--- src/rtl/uart_tx_arbiter_if.sv ---
// Bus between the byte requesters, the arbiter and the UART transmitter.
// master: arbiter side (drives acks, grant, launch, parity, status).
// slave : environment side (drives requests, request bytes/parity, UART busy).
interface uart_tx_arbiter_if #(
  parameter int unsigned Data_Width = 8,
  parameter int unsigned Num_Req    = 4
);
  localparam int unsigned Id_Width = $clog2(Num_Req);

  logic [Num_Req-1:0]            Req_Valid;
  logic [Num_Req*Data_Width-1:0] Req_Data;
  logic [Num_Req-1:0]            Req_Par_En;
  logic [Num_Req-1:0]            Req_Par_Type;
  logic [Num_Req-1:0]            Req_Ack;
  logic [Id_Width-1:0]           Grant_Id;
  logic [Data_Width-1:0]         P_Data_UART;
  logic                          Data_Valid_UART;
  logic                          Par_En_UART;
  logic                          Par_Type_UART;
  logic                          Busy_UART;
  logic                          Arb_Busy;
  logic                          Timeout_Err;

  modport master (
    input  Req_Valid, Req_Data, Req_Par_En, Req_Par_Type, Busy_UART,
    output Req_Ack, Grant_Id, P_Data_UART, Data_Valid_UART, Par_En_UART,
           Par_Type_UART, Arb_Busy, Timeout_Err
  );

  modport slave (
    output Req_Valid, Req_Data, Req_Par_En, Req_Par_Type, Busy_UART,
    input  Req_Ack, Grant_Id, P_Data_UART, Data_Valid_UART, Par_En_UART,
           Par_Type_UART, Arb_Busy, Timeout_Err
  );
endinterface

--- src/rtl/uart_tx_arbiter.sv ---
// Round-robin arbiter sharing one UART transmitter among Num_Req requesters.
// A winner is picked in IDLE, launched with a one-cycle Data_Valid/Ack pulse,
// followed through the transmitter's Busy frame, then an idle guard is
// inserted before the next grant.
// Ports: clk, RST (async active-high), bus (uart_tx_arbiter_if.master):
//   requester side Req_Valid/Req_Data/Req_Par_En/Req_Par_Type -> Req_Ack,
//   UART side P_Data_UART/Data_Valid_UART/Par_En_UART/Par_Type_UART <- Busy_UART,
//   status Grant_Id, Arb_Busy, Timeout_Err. All outputs registered.
module uart_tx_arbiter #(
  parameter int unsigned Data_Width   = 8,
  parameter int unsigned Num_Req      = 4,
  parameter int unsigned Guard_Cycles = 2,
  parameter int unsigned Busy_Timeout = 16
) (
  input logic              clk,
  input logic              RST,
  uart_tx_arbiter_if.master bus
);

  localparam int unsigned ID_W   = $clog2(Num_Req);
  localparam int unsigned T_W    = $clog2(Busy_Timeout);
  // Timeout fires on the clock where the counter would step to Busy_Timeout-1.
  localparam int unsigned T_LAST = Busy_Timeout - 2;
  localparam int unsigned G_W    = (Guard_Cycles > 1) ? $clog2(Guard_Cycles) : 1;
  localparam int unsigned G_LAST = (Guard_Cycles > 0) ? Guard_Cycles - 1 : 0;

  typedef enum logic [2:0] {IDLE, LAUNCH, WAIT_BUSY, WAIT_DONE, GUARD} state_t;

  state_t                state_q, state_d;
  logic [ID_W-1:0]       ptr_q, ptr_d;
  logic [T_W-1:0]        tcnt_q, tcnt_d;
  logic [G_W-1:0]        gcnt_q, gcnt_d;
  logic [Num_Req-1:0]    ack_q, ack_d;
  logic [ID_W-1:0]       gid_q, gid_d;
  logic [Data_Width-1:0] data_q, data_d;
  logic                  dv_q, dv_d;
  logic                  pen_q, pen_d;
  logic                  ptype_q, ptype_d;
  logic                  abusy_q, abusy_d;
  logic                  terr_q, terr_d;

  logic [Data_Width-1:0] req_byte [Num_Req];
  logic                  win_found;
  logic [ID_W-1:0]       win_id;
  logic [ID_W-1:0]       cand;

  // Unpack the flat request byte bus.
  for (genvar gi = 0; gi < Num_Req; gi++) begin : g_unpack
    assign req_byte[gi] = bus.Req_Data[gi*Data_Width +: Data_Width];
  end

  // First valid requester after the pointer, with wrap-around.
  always_comb begin
    win_found = 1'b0;
    win_id    = '0;
    cand      = '0;
    for (int unsigned k = 1; k <= Num_Req; k++) begin
      cand = ID_W'((32'(ptr_q) + k) % Num_Req);
      if (!win_found && bus.Req_Valid[cand]) begin
        win_found = 1'b1;
        win_id    = cand;
      end
    end
  end

  // Next-state and next-output logic.
  always_comb begin
    state_d = state_q;
    ptr_d   = ptr_q;
    tcnt_d  = tcnt_q;
    gcnt_d  = gcnt_q;
    gid_d   = gid_q;
    data_d  = data_q;
    pen_d   = pen_q;
    ptype_d = ptype_q;
    ack_d   = '0;
    dv_d    = 1'b0;
    terr_d  = 1'b0;

    case (state_q)
      IDLE: begin
        // A busy transmitter in IDLE belongs to someone else; hold off.
        if (win_found && !bus.Busy_UART) begin
          gid_d         = win_id;
          data_d        = req_byte[win_id];
          pen_d         = bus.Req_Par_En[win_id];
          ptype_d       = bus.Req_Par_Type[win_id];
          dv_d          = 1'b1;
          ack_d[win_id] = 1'b1;
          state_d       = LAUNCH;
        end
      end
      LAUNCH: begin
        ptr_d   = gid_q;
        tcnt_d  = '0;
        state_d = WAIT_BUSY;
      end
      WAIT_BUSY: begin
        if (bus.Busy_UART) begin
          state_d = WAIT_DONE;
        end else if (tcnt_q == T_W'(T_LAST)) begin
          terr_d  = 1'b1;
          gcnt_d  = '0;
          state_d = (Guard_Cycles == 0) ? IDLE : GUARD;
        end else begin
          tcnt_d = tcnt_q + 1'b1;
        end
      end
      WAIT_DONE: begin
        if (!bus.Busy_UART) begin
          gcnt_d  = '0;
          state_d = (Guard_Cycles == 0) ? IDLE : GUARD;
        end
      end
      GUARD: begin
        if (gcnt_q == G_W'(G_LAST)) begin
          state_d = IDLE;
        end else begin
          gcnt_d = gcnt_q + 1'b1;
        end
      end
      default: state_d = IDLE;
    endcase

    abusy_d = (state_d != IDLE);
  end

  // State and output registers.
  always_ff @(posedge clk or posedge RST) begin
    if (RST) begin
      state_q <= IDLE;
      ptr_q   <= ID_W'(Num_Req - 1);
      tcnt_q  <= '0;
      gcnt_q  <= '0;
      ack_q   <= '0;
      gid_q   <= '0;
      data_q  <= '0;
      dv_q    <= 1'b0;
      pen_q   <= 1'b0;
      ptype_q <= 1'b0;
      abusy_q <= 1'b0;
      terr_q  <= 1'b0;
    end else begin
      state_q <= state_d;
      ptr_q   <= ptr_d;
      tcnt_q  <= tcnt_d;
      gcnt_q  <= gcnt_d;
      ack_q   <= ack_d;
      gid_q   <= gid_d;
      data_q  <= data_d;
      dv_q    <= dv_d;
      pen_q   <= pen_d;
      ptype_q <= ptype_d;
      abusy_q <= abusy_d;
      terr_q  <= terr_d;
    end
  end

  assign bus.Req_Ack         = ack_q;
  assign bus.Grant_Id        = gid_q;
  assign bus.P_Data_UART     = data_q;
  assign bus.Data_Valid_UART = dv_q;
  assign bus.Par_En_UART     = pen_q;
  assign bus.Par_Type_UART   = ptype_q;
  assign bus.Arb_Busy        = abusy_q;
  assign bus.Timeout_Err     = terr_q;

endmodule
--- src/flat_wrapper.sv ---
// flat-port wrapper written by rule: the top's interface ports become plain ports
module uart_tx_arbiter_flat 
#(
  parameter int unsigned Data_Width   = 8,
  parameter int unsigned Num_Req      = 4,
  parameter int unsigned Guard_Cycles = 2,
  parameter int unsigned Busy_Timeout = 16
)
  (clk, RST, bus_Req_Valid, bus_Req_Data, bus_Req_Par_En, bus_Req_Par_Type, bus_Busy_UART, bus_Req_Ack, bus_Grant_Id, bus_P_Data_UART, bus_Data_Valid_UART, bus_Par_En_UART, bus_Par_Type_UART, bus_Arb_Busy, bus_Timeout_Err);
  uart_tx_arbiter_if #(.Data_Width(Data_Width), .Num_Req(Num_Req)) bus_i ();
  input logic clk;
  input logic RST;
  input wire logic [$bits(bus_i.Req_Valid)-1:0] bus_Req_Valid;
  input wire logic [$bits(bus_i.Req_Data)-1:0] bus_Req_Data;
  input wire logic [$bits(bus_i.Req_Par_En)-1:0] bus_Req_Par_En;
  input wire logic [$bits(bus_i.Req_Par_Type)-1:0] bus_Req_Par_Type;
  input wire logic [$bits(bus_i.Busy_UART)-1:0] bus_Busy_UART;
  output wire logic [$bits(bus_i.Req_Ack)-1:0] bus_Req_Ack;
  output wire logic [$bits(bus_i.Grant_Id)-1:0] bus_Grant_Id;
  output wire logic [$bits(bus_i.P_Data_UART)-1:0] bus_P_Data_UART;
  output wire logic [$bits(bus_i.Data_Valid_UART)-1:0] bus_Data_Valid_UART;
  output wire logic [$bits(bus_i.Par_En_UART)-1:0] bus_Par_En_UART;
  output wire logic [$bits(bus_i.Par_Type_UART)-1:0] bus_Par_Type_UART;
  output wire logic [$bits(bus_i.Arb_Busy)-1:0] bus_Arb_Busy;
  output wire logic [$bits(bus_i.Timeout_Err)-1:0] bus_Timeout_Err;
  assign bus_i.Req_Valid = bus_Req_Valid;
  assign bus_i.Req_Data = bus_Req_Data;
  assign bus_i.Req_Par_En = bus_Req_Par_En;
  assign bus_i.Req_Par_Type = bus_Req_Par_Type;
  assign bus_i.Busy_UART = bus_Busy_UART;
  assign bus_Req_Ack = bus_i.Req_Ack;
  assign bus_Grant_Id = bus_i.Grant_Id;
  assign bus_P_Data_UART = bus_i.P_Data_UART;
  assign bus_Data_Valid_UART = bus_i.Data_Valid_UART;
  assign bus_Par_En_UART = bus_i.Par_En_UART;
  assign bus_Par_Type_UART = bus_i.Par_Type_UART;
  assign bus_Arb_Busy = bus_i.Arb_Busy;
  assign bus_Timeout_Err = bus_i.Timeout_Err;
  uart_tx_arbiter #(.Data_Width(Data_Width), .Num_Req(Num_Req), .Guard_Cycles(Guard_Cycles), .Busy_Timeout(Busy_Timeout)) u_core (.clk(clk), .RST(RST), .bus(bus_i));
endmodule
--- config.mk ---
export PLATFORM = sky130hd
export DESIGN_NAME = uart_tx_arbiter_flat
export DESIGN_NICKNAME = d
export VERILOG_FILES = /design/src/rtl/uart_tx_arbiter_if.sv /design/src/rtl/uart_tx_arbiter.sv /design/src/flat_wrapper.sv
export SDC_FILE = /design/constraint.sdc
export NUM_CORES = 1
export LEC_CHECK = 0
export CORE_MARGIN = 2
export CORE_UTILIZATION = 30
export DETAILED_ROUTE_END_ITERATION = 16
export GPL_TIMING_DRIVEN = 0
export SYNTH_ARGS = -nofsm -noshare
export SYNTH_HDL_FRONTEND = slang
export SYNTH_SLANG_ARGS = --single-unit
--- constraint.sdc ---
create_clock -name clk -period 2 [get_ports clk]
set_input_delay 0.5 -clock clk [delete_from_list [all_inputs] [get_ports clk]]
set_output_delay 0.5 -clock clk [all_outputs]
set_load 0.01 [all_outputs]
==> results.py <==
metrics = {
    "status": {
        "status": "complete, no violations",
    },
    "critical_path": {
        "cp_num_buf_inv": 2,
        "cp.required_ps": 2150,
        "startpoint_type": "flop",
        "regToRegSetupSlack_ps": 40,
        "arrival_ps": 2110,
        "cp-end-kind": "flop",
        "cp_top_family": "flip-flops",
        "crit_type": "flop to flop",
        "critical_path.cell_chain": "mux2i_4 -> o22ai_4 -> a21o_1 -> buf_6 -> buf_4 -> a211oi_1 -> a211oi_2",
        "cp_slowest_stage_delay_ps": 630,
        "crit_fanout": 10,
        "critPathSlowestCell": "dfstp_2",
    },
    "floorplanning": {
        "initial_core_util": 0.3060,
        "coreArea_mm2": 0.005439,
        "row_count": 27,
        "die_area_mm2": 0.006159,
        "die_x_um": 78.48,
        "die_y_um": 78.48,
        "ioPinCount": 66,
    },
    "yosys": {
        "syn_inst": 168,
        "synth_cell_types": 42,
        "syn_area_mm2": 0.001664,
        "synth_flop_cell": "dfrtp_1",
        "async_flop_share": 1.000,
        "synthAdderAreaFrac": 0.01504,
        "synth_edf_count": 0,
        "yosysWarnings": 0,
        "yosysSeqAreaShare": 0.4376,
        "synth_top_family_by_area": "compound AO/OA/AOI/OAI gates",
        "synth_compound_area_frac": 0.2338,
        "yosys_register_bits": 29,
        "syn_avg_cell_area_um2": 9.905,
        "muxShareOfSynthArea": 0.06617,
        "synth_simple_gate_area_frac": 0.1684,
        "synthesis.nets": 217,
        "yosys.area_share.xor_xnor": 0.01053,
    },
    "routing": {
        "drtIter0Drc": 66,
        "drc": 0,
        "wl_mm": 4.516,
        "ant_nets": 0,
        "post_drt_wl_per_cell_um": 13.98,
        "dr.pass1.iters": 4,
        "dr_total_vias": 1538,
        "via_per_inst": 4.762,
    },
    "placement": {
        "dpl_worst_slack_ps": -701.0,
        "placed_area_mm2": 0.002405,
        "placedCellCount": 305,
        "place.gp.congestion": 0.7907,
        "hpwlAfterDp_mm": 3.239,
        "io_buffers": 65,
    },
    "clocking": {
        "cts_sinks": 29,
        "h-tree-depth": 2,
        "cts_buffers": 5,
        "cts_buffer_depth": 2,
        "cts_tree": "yes",
        "clock-root-buffer": "clkbuf_8",
        "path_clk_slew_ps": 60,
        "clkLatencyLatePin_ps": 280,
    },
    "final_layout": {
        "antenna_cells": 0,
        "fin_nets": 299,
        "syn_to_final_growth_pct": 59.77,
        "layout-drive-gt1-share": 0.2112,
        "stdcell_count": 323,
        "final_cell_mix": "60 x clkdlybuf4s50_1, 27 x dfrtp_1, 18 x nor2_1",
        "post-route-util": 0.4888,
        "stdcell_area_mm2": 0.002659,
        "final_common_cell": "clkdlybuf4s50_1",
    },
    "timing": {
        "maxSlewViolCount": 0,
        "fmax_ghz": 0.5096,
        "fin_ws_ps": 37.51,
        "clock_skew_ps": 5.187,
        "slew_headroom": 0.2792,
        "final_hold_viol_count": 0,
        "whs_ps": 472.1,
        "worstMarginPinSlew_ps": 1080,
        "rsz0062_at_grt": "yes",
        "setup_viol": 0,
        "period_minus_slack_ps": 1962,
        "fin_crit_sh": 0.9812,
        "finalSetupTns_ps": 0,
    },
    "global_route": {
        "grt_max_degree": 30,
        "overflow": 0,
        "grt_util_all_layers": 0.1569,
        "grt_pass1_wl_mm": 7.452,
        "antenna_found_initial": 0,
        "grt_pass1_vias": 1503,
    },
    "power": {
        "p_per_area_mw_per_mm2": 1138,
        "power_mw": 3.026,
        "ir_drop_mv": 0.4574,
        "p_leak_nw": 1.144,
    },
    "min_path": {
        "hold_class": "flop to flop",
    },
    "run": {
        "maxCapViolations": 0,
    },
}
==> repair_timing <==
item,in CTS,in global routing
hold buffers,0,0
setup endpoints to repair,17,10
setup buffers,7,4
pin swaps,4,1
resized for setup,20,5
==> worst register-to-register path, stage by stage (launching register included) <==
cell and delay [ps]:
dfstp_2 630, mux2i_4 280, o22ai_4 100, a21o_1 170, buf_6 140, buf_4 180, a211oi_1 290, a211oi_2 60
==> cell families (layout without fill, tap and decap cells) <==
| kind of cell | after synthesis | in the layout |
|---|---|---|
| XOR/XNOR | 2 | 2 |
| multiplexers | 11 | 11 |
| AND/OR/NAND/NOR | 58 | 58 |
| flip-flops | 29 | 29 |
| AO/OA/AOI/OAI | 44 | 44 |
| adder cells (fa/ha/maj) | 2 | 2 |
| buffers and inverters | 22 | 105 |
==> worst paths after layout <==
kind / cells after the start / end / startpoint
min reg2reg: 2 / u_core.gcnt_q / u_core.gcnt_q
min: 2 / u_core.gcnt_q / u_core.gcnt_q
min in group asynchronous: 2 / u_core.bus.P_Data_UART[4] / RST
max reg2reg: 7 / u_core.bus.Par_Type_UART / u_core.ptr_q[1]
max: 7 / u_core.bus.Par_Type_UART / u_core.ptr_q[1]
max in group asynchronous: 2 / u_core.tcnt_q[3] / RST
==> Yosys cell counts, types with 2 or more instances <==
library cell  count  area [µm²]
buf_2             3       15.01
xor2_1            2       17.52
a21o_1            2       15.01
dfrtp_1          27       675.7
dfstp_2           2       52.55
inv_1            14       52.55
nand3b_1          2       15.01
and2_1            3       18.77
a21oi_1           3       15.01
mux2i_1          11       110.1
nor2b_1           3       18.77
nor4_1            2       12.51
a211oi_2          7       87.58
nand3_1           3       15.01
nand2_1          17       63.81
a211oi_1         20       150.1
o21ai_0           3       15.01
ha_1              2       25.02
nor2_1           18       67.56
nor3_1            2       10.01
==> cell type report <==
type | count | area [µm²]
repair buffers | 76 | 726.9
plain buffers | 6 | 56.30
clock buffers | 6 | 72.57
well taps | 72 | 90.09
multi-input cells | 117 | 918.4
flip-flops and latches | 29 | 728.2
clock inverters | 2 | 10.01
fillers | 491 | 2780
inverters | 15 | 56.30
==> per-layer routing <==
metal	share of wire	vias up	wire [µm]	GRT usage
met2	0.50	31	2241	0.2422
li1	-	768	-	-
met5	0	-	0	0
met4	0	0	0	0.05965
met3	0.031	0	141	0.02989
met1	0.47	739	2134	0.2177
==> where the power goes <==
part           internal [mW]  switching (mW)
Sequential             0.827           0.212
Clock                  0.240           0.219
Combinational          0.833           0.695
==> state kept, by name, indices dropped and copies added (netlist names) <==
| signal | flops |
|---|---|
| u_core.bus.Arb_Busy | 1 |
| u_core.bus.Data_Valid_UART | 1 |
| u_core.bus.Grant_Id | 2 |
| u_core.bus.P_Data_UART | 8 |
| u_core.bus.Par_En_UART | 1 |
| u_core.bus.Par_Type_UART | 1 |
| u_core.bus.Req_Ack | 4 |
| u_core.bus.Timeout_Err | 1 |
| u_core.gcnt_q | 1 |
| u_core.ptr_q | 2 |
| u_core.state_q | 3 |
| u_core.tcnt_q | 4 |
Power figures use the tool's default switching activity.
